===== src/rtl/trace_nop_decoder.sv =====
// Per-core trace monitor: decodes l.nop K-codes into console chars, reports and exit.
// Optional idle watchdog enabled by defining TRACE_NOP_DECODER_TIMEOUT_EN.
module trace_nop_decoder #(
    parameter int ID              = 0,
    parameter int NUM_TERM        = 4,
    parameter int CHAR_FIFO_DEPTH = 8,
    parameter int TIMEOUT_CYCLES  = 4096
) (
    input  logic                clk,
    input  logic                rst,
    input  logic                trace_valid,
    input  logic [31:0]         trace_pc,
    input  logic [31:0]         trace_insn,
    input  logic                trace_wben,
    input  logic [4:0]          trace_wbreg,
    input  logic [31:0]         trace_wbdata,
    output logic                char_valid,
    output logic [7:0]          char_data,
    input  logic                char_ready,
    output logic                report_valid,
    output logic [31:0]         report_data,
    output logic                term_o,
    output logic [31:0]         exit_code,
    output logic                all_term_o,
    input  logic [NUM_TERM-1:0] term_all_i,
    output logic                overflow_o,
    output logic [15:0]         id_o,
    output logic                timeout_o
);
    localparam int AW = $clog2(CHAR_FIFO_DEPTH);
    localparam int CW = AW + 1;

    localparam logic [1:0] ST_RUN   = 2'd0;
    localparam logic [1:0] ST_DRAIN = 2'd1;
    localparam logic [1:0] ST_DONE  = 2'd2;

    logic [1:0]    state_q, state_d;
    logic [31:0]   r3_q;
    logic [7:0]    mem_q [CHAR_FIFO_DEPTH];
    logic [AW-1:0] wr_q, rd_q;
    logic [CW-1:0] cnt_q, cnt_d;
    logic          ovf_q, rep_vld_q, term_q, all_term_q;
    logic [31:0]   rep_data_q, exit_q;

    logic          nop, do_exit, do_putc, do_rep, pop, full, push, drop, to_fire;
    logic [15:0]   k;

    logic unused_bits;
    assign unused_bits = ^{trace_pc, trace_insn[23:16]};

    always_comb begin
        nop     = trace_valid && (trace_insn[31:24] == 8'h15) && (state_q == ST_RUN);
        k       = trace_insn[15:0];
        do_exit = nop && (k == 16'h0001);
        do_rep  = nop && (k == 16'h0002);
        do_putc = nop && (k == 16'h0004);
        pop     = (cnt_q != '0) && char_ready;
        full    = (cnt_q == CW'(CHAR_FIFO_DEPTH));
        // A pop frees the slot in the same cycle, so a full FIFO still accepts.
        push    = do_putc && (!full || pop);
        drop    = do_putc && full && !pop;
    end

    always_comb begin
        cnt_d = cnt_q;
        case ({push, pop})
            2'b10:   cnt_d = cnt_q + 1'b1;
            2'b01:   cnt_d = cnt_q - 1'b1;
            default: cnt_d = cnt_q;
        endcase
    end

    always_comb begin
        state_d = state_q;
        case (state_q)
            ST_RUN:   if (do_exit || to_fire) state_d = ST_DRAIN;
            ST_DRAIN: if (cnt_q == '0) state_d = ST_DONE;
            default:  state_d = ST_DONE;
        endcase
    end

    always_ff @(posedge clk) begin
        if (rst) begin
            state_q    <= ST_RUN;
            r3_q       <= '0;
            wr_q       <= '0;
            rd_q       <= '0;
            cnt_q      <= '0;
            ovf_q      <= 1'b0;
            rep_vld_q  <= 1'b0;
            rep_data_q <= '0;
            term_q     <= 1'b0;
            exit_q     <= '0;
            all_term_q <= 1'b0;
            for (int i = 0; i < CHAR_FIFO_DEPTH; i++) mem_q[i] <= '0;
        end else begin
            state_q <= state_d;
            cnt_q   <= cnt_d;
            if (trace_valid && trace_wben && trace_wbreg == 5'd3) r3_q <= trace_wbdata;
            if (push) begin
                mem_q[wr_q] <= r3_q[7:0];
                wr_q        <= wr_q + 1'b1;
            end
            if (pop) rd_q <= rd_q + 1'b1;
            if (drop) ovf_q <= 1'b1;
            rep_vld_q <= do_rep;
            if (do_rep) rep_data_q <= r3_q;
            if (do_exit) begin
                term_q <= 1'b1;
                exit_q <= r3_q;
            end else if (to_fire) begin
                term_q <= 1'b1;
                exit_q <= 32'hDEAD_0000;
            end
            all_term_q <= all_term_q | ((state_q == ST_DONE) && (&term_all_i));
        end
    end

`ifdef TRACE_NOP_DECODER_TIMEOUT_EN
    localparam int TW = $clog2(TIMEOUT_CYCLES + 1);
    logic [TW-1:0] idle_q;
    logic          timeout_q;

    always_comb to_fire = (state_q == ST_RUN) && !trace_valid &&
                          (idle_q == TW'(TIMEOUT_CYCLES - 1));

    always_ff @(posedge clk) begin
        if (rst) begin
            idle_q    <= '0;
            timeout_q <= 1'b0;
        end else if (state_q == ST_RUN) begin
            if (trace_valid) idle_q <= '0;
            else if (idle_q != TW'(TIMEOUT_CYCLES)) idle_q <= idle_q + 1'b1;
            if (to_fire) timeout_q <= 1'b1;
        end
    end

    assign timeout_o = timeout_q;
`else
    assign to_fire   = 1'b0;
    assign timeout_o = 1'b0;
`endif

    assign char_valid   = (cnt_q != '0);
    assign char_data    = mem_q[rd_q];
    assign report_valid = rep_vld_q;
    assign report_data  = rep_data_q;
    assign term_o       = term_q;
    assign exit_code    = exit_q;
    assign all_term_o   = all_term_q;
    assign overflow_o   = ovf_q;
    assign id_o         = 16'(ID);
endmodule

===== config.mk =====
export PLATFORM = sky130hd
export DESIGN_NAME = trace_nop_decoder
export DESIGN_NICKNAME = d
export VERILOG_FILES = /design/src/rtl/trace_nop_decoder.sv
export SDC_FILE = /design/constraint.sdc
export NUM_CORES = 1
export LEC_CHECK = 0
export BUFFER_PORTS_ARGS = -buffer_cell sky130_fd_sc_hd__buf_2
export CORE_MARGIN = 4
export CORE_UTILIZATION = 47
export CTS_CLUSTER_SIZE = 10
export DETAILED_ROUTE_END_ITERATION = 8
export PLACE_DENSITY_LB_ADDON = 0.08
export SLEW_MARGIN = 30
export SYNTH_ARGS = -nofsm -noshare
export SYNTH_HDL_FRONTEND = slang
export SYNTH_SLANG_ARGS = --single-unit

===== constraint.sdc =====
create_clock -name clk -period 3.62 [get_ports clk]
set_input_delay 0.181 -clock clk [delete_from_list [all_inputs] [get_ports clk]]
set_output_delay 0.181 -clock clk [all_outputs]
set_load 0.02 [all_outputs]

# After elaboration in Yosys (flattened, before gate mapping)
# Memories as Yosys holds them, arrays and structs flattened. A register that Yosys moved wholly into a read port is not among the register bits.
# Index checks and enable logic that the tools add are counted.
[totals]
regBits = 112
mem_bits_rw = 64
input_bits = 110
output_inout_bits = 94
wordCells = 65
mem_count = 1
[mem_list]
columns = ["name", "words", "width", "rd", "rd_clocked_by_memory_dff", "wr", "line", "text"]
rows = [
  ["mem_q", 8, 8, 1, 1, 8, "39", "logic [7:0] mem_q [CHAR_FIFO_DEPTH];"],
]
[classes]
addsub = 4
n_eq_ne = 12
muxes = 14
n_bitwise = 1
reduce_logical = 22
[ops]
columns = ["op", "count"]
rows = [
  ["$eq 16x1->1 const B", 1],
  ["$eq 16x2->1 const B", 1],
  ["$eq 16x3->1 const B", 1],
  ["$logic_and 1x1->1", 12],
  ["$mux 3", 3],
  ["$eq 8x5->1 const B", 1],
  ["$mux 8", 1],
  ["$pmux 4 s2", 1],
  ["$reduce_or 8->1", 1],
  ["$add 3x1->3 const B", 2],
  ["$mux 1", 6],
  ["$eq 5x2->1 const B", 1],
  ["$add 4x1->4 const B", 1],
  ["$eq 2x1->1 const B", 2],
  ["$eq 2x2->1 const B", 2],
  ["$eq 4x4->1 const B", 1],
  ["$logic_not 4->1", 1],
  ["$mux 2", 2],
  ["$ne 2x2->1 const B", 2],
  ["$pmux 2 s2", 1],
  ["$reduce_and 4->1", 1],
  ["$reduce_bool 4->1", 1],
  ["$sub 4x1->4 const B", 1],
  ["$logic_not 1->1", 2],
  ["other kinds (5)", 5],
]

# Longest topological paths before layout
[depth]
word_depth = 10
ltp_mapped = 13
depth_no_buf = 10

# Worst setup path after synthesis
# Ideal clock, no wire load.
[synth_timing]
path_kind = "register -> register"
start = "register state_q[1]"
end = "register cnt_q[3]"
setup_time_ns = 0.121
arrival_time_ns = 2.641
t_required_ns = 3.499
slack_ns = 0.858
stages_incl_launch_ff = 13
path_buffers = 3
period_less_slack_ns = 2.762
cell_sequence = "dfxtp_1 > nor4b_2 > and4_1 > buf_4 > buf_4 > buf_4 > nand3_1 > ha_1 > ha_1 > a21o_1 > a21oi_1 > mux2i_1 > mux2_2"
[synth_via]
elab_chain_cells = 6
word_cells_on_any_way = 8
cone_classes = "2 x eq/ne; 1 x mux; 5 x reduce/logical"
[synth_lines]
columns = ["element", "line", "text"]
rows = [
  ["start: declaration", "37", "logic [1:0] state_q, state_d;"],
  ["start signal: assignment", "97", "state_q <= state_d;"],
  ["$logic_not 2->1 *", "52", "nop = trace_valid && (trace_insn[31:24] == 8'h15) && (state_q == ST_RUN);"],
  ["$logic_and 1x1->1 *", "52", ""],
  ["$logic_and 1x1->1 *", "56", "do_putc = nop && (k == 16'h0004);"],
  ["$logic_and 1x1->1 *", "60", "push = do_putc && (!full || pop);"],
  ["$eq 2x1->1 / $eq 2x2->1 (equally long branches)", "66", "case ({push, pop})"],
  ["$pmux 4 s2 / $reduce_bool 2->1 (equally long branches)", "--", ""],
  ["end signal: assignment", "98", "cnt_q <= cnt_d;"],
  ["end: declaration", "41", "logic [CW-1:0] cnt_q, cnt_d;"],
]
# Every way passes the cells marked *; elsewhere a longest branch is shown, timed or not.
# A chain may end at the register's enable or synchronous reset.

==> results.ini <==
[power_and_ir_drop]
total_leakage_power_nw = 3.44
p_total_mw = 4.13
vdd_ir_drop_max_mv = 0.391
powerDensity_nw_per_um2 = 441

[global_route]
grt-ovfl-total = 0
grt_pass1_wl_um = 32500
track_usage_pct = 22.4
grt_pass1_vias = 6188
grt_max_degree = 114
antenna_found_initial = 0

[synthesis]
synthSimpleGateAreaFrac_pct = 18.4
synth_cell_type_count = 48
synth-compound-area-share_pct = 12.4
synth_edf_count = 64
syn-mean-instance-area_um2 = 10.0
ys_ff_latch = 179
synth.area.top_cells = dfxtp_1 (30%), edfxtp_1 (25%), a21oi_1 (6.7%)
synth_xor_area_share_pct = 0.457
synth-main-ff-cell = dfxtp_1
synthAdderAreaFrac_pct = 1.08
yosys_warnings = 0
synth_top_area_share_pct = 30.0
syn_inst = 765
yosysTopAreaCell = dfxtp_1
ys_seq_area_share_pct = 55.0
synth_top_family_by_area = simple AND/OR/NAND/NOR gates
synth_async_sr_flop_share_pct = 0
muxShareOfSynthArea_pct = 6.42
netlist_area_um2 = 7670

[layout]
fill_cells = 1391
drive_above_1_share_pct = 26.7
n_antenna_cell = 0
fin_nets = 1026
area_growth_pct = 21.8

[clock_tree]
cts_setup_buffers = 0
htreeDepth = 4
cts_tree = built
cts_buffer_depth = 2
clkSlewWorstSetupHoldPaths_ns = 0.07
clkLatencyLatePin_ns = 0.43
root_buffer = clkbuf_16
cts_buffers = 17
clock-sinks = 179

[critical_path]
critical_path_class = reg2reg
start_kind = register
required_ns = 3.87
cp_max_fo = 70
arrival_ns = 3.13
endpoint_kind = register

[route]
highest_layer = met4
wl_met3_um = 1410
drt_iter0_markers = 384
routed_wl_um = 20100
drc_errors = 0
firstDrtPassIters = 4
ant_nets = 0
drt-met1-wl_um = 8340
vias = 6258
wl_per_cell_um = 17.6
wl_met2_um = 10000
vias_per_cell = 5.49

[floorplanning]
rows = 46
die_height_um = 136
start_util_pct = 48.1
die_area_um2 = 18400
ios = 204
fp.dieW_um = 136
core_area_um2 = 15900

[sta]
hold_viol = 0
finalSetupViolCount = 0
rsz0062_at_grt = false
worst_pin_slew_ns = 0.899
fin_crit_ns = 2.88
clock_skew_ns = 0.00859
finalSetupTns_ns = 0
max_freq_mhz = 347
timing.final.crit_share_pct = 79.6
slew_headroom_pct = 40.0
finalMaxSlewViolations = 0

[worst_hold_path]
hold_path_class = in2reg

[job]
cap_violations = 0

[place]
dp_hpwl_um = 12800
port_buffers = 146
gp_congestion = 0.762

[status]
status = finished, final reports clean

synth_stat cells (5+ instances only):
master	count
a21oi_1	103
buf_2	21
buf_4	21
clkbuf_1	37
dfxtp_1	115
edfxtp_1	64
ha_1	5
inv_1	6
mux2_2	9
mux4_2	16
nand2_1	78
nand2b_1	11
nand3_1	72
nand4_1	5
nor2_1	50
nor3_1	13
nor3_2	20
o21ai_0	67
cell usage in the layout, fill, tap and decap left out, drive strengths merged, types with 6 or more instances in the layout:
master,instances
buf,165
dfxtp,115
a21oi,103
nand2,78
nand3,72
o21ai,67
edfxtp,64
nor2,50
nor3,33
dlygate4sd3,31
clkbuf,25
conb,17
mux4,16
nand2b,11
inv,11
mux2,10
nand4,6
layout make-up:
cell class	instances	area (um^2)	area share [%]
sequential	179	4220	45.2
inverter	6	22.5	0.241
tap	216	270	2.89
multi-input combinational	510	3040	32.5
clock buffer	25	549	5.88
clock inverter	7	55.1	0.589
timing repair buffer	196	1190	12.7
worst max-delay path, stage by stage, from the launching register on:
cell,delay (ns)
dfxtp_1,0.34
nor4b_2,0.31
and4_2,0.32
buf_4,0.60
nand4_1,0.79
nor2_1,0.32
power by group:
part | switching (mW) | internal [mW]
combinational | 0.0967 | 0.0741
sequential | 0.00698 | 2.10
clock | 0.779 | 1.07
total | 0.883 | 3.24
state kept, by name, indices dropped and copies added (netlist names), named ones only:
name,cells
exit_code,32
mem_q,64
wr_q,3
report_data,32
report_valid,1
r3_q,32
rd_q,3
state_q,2
all_term_o,1
term_o,1
cnt_q,4
overflow_o,1
per-stage QoR:
step           instances  worst slack (ns)  hold slack [ns]  area [um^2]  utilization (%)
2_1_floorplan        781             0.858            0.317         7730                -
3_5_place_dp        1076             0.714            0.429         8430             52.9
5_1_grt             1139             0.456           0.0128         9350             58.6
4_1_cts             1139             0.701          0.00482         9350             58.6
6_report            1139             0.739           0.0186         9350             58.6
3_3_place_gp        1076             0.813            0.418         8430             52.9
layer usage:
| layer | vias to the layer above | GRT usage, % |
|---|---|---|
| met3 | 23 | 5.79 |
| met5 | - | 0 |
| met4 | 0 | 6.55 |
| met2 | 194 | 37.4 |
| met1 | 3053 | 28.8 |
| li1 | 2988 | - |
cell families after synthesis:
kind of cell / count (synthesis)
other: 1
and+or+nand+nor: 273
AOI/OAI and AO/OA: 182
muxes: 28
buffers and inverters: 92
adders and majority gates: 6
DFF: 179
xor gates and xnor gates: 4
final timing paths:
check	from	cells after the start	endpoint	slack [ns]
setup / recovery	state_q[1]$_SDFFE_PP0P_	5	mem_q[4][5]$_SDFFCE_PN0P_	0.74
hold / removal	trace_wbdata[5]	3	r3_q[5]$_SDFFE_PP0P_	0.02
setup reg to reg	state_q[1]$_SDFFE_PP0P_	5	mem_q[4][5]$_SDFFCE_PN0P_	0.74
hold reg to reg	term_o$_SDFFE_PP0P_	2	term_o$_SDFFE_PP0P_	0.47
repair_timing:
| item | in CTS | in global routing |
|---|---|---|
| gates resized for setup | 0 | 0 |
| endpoints found under the setup margin | 0 | 0 |
| hold endpoints to repair | 30 | 0 |
| hold buffers | 31 | 0 |
No activity file was read; power rests on OpenSTA's default activity.
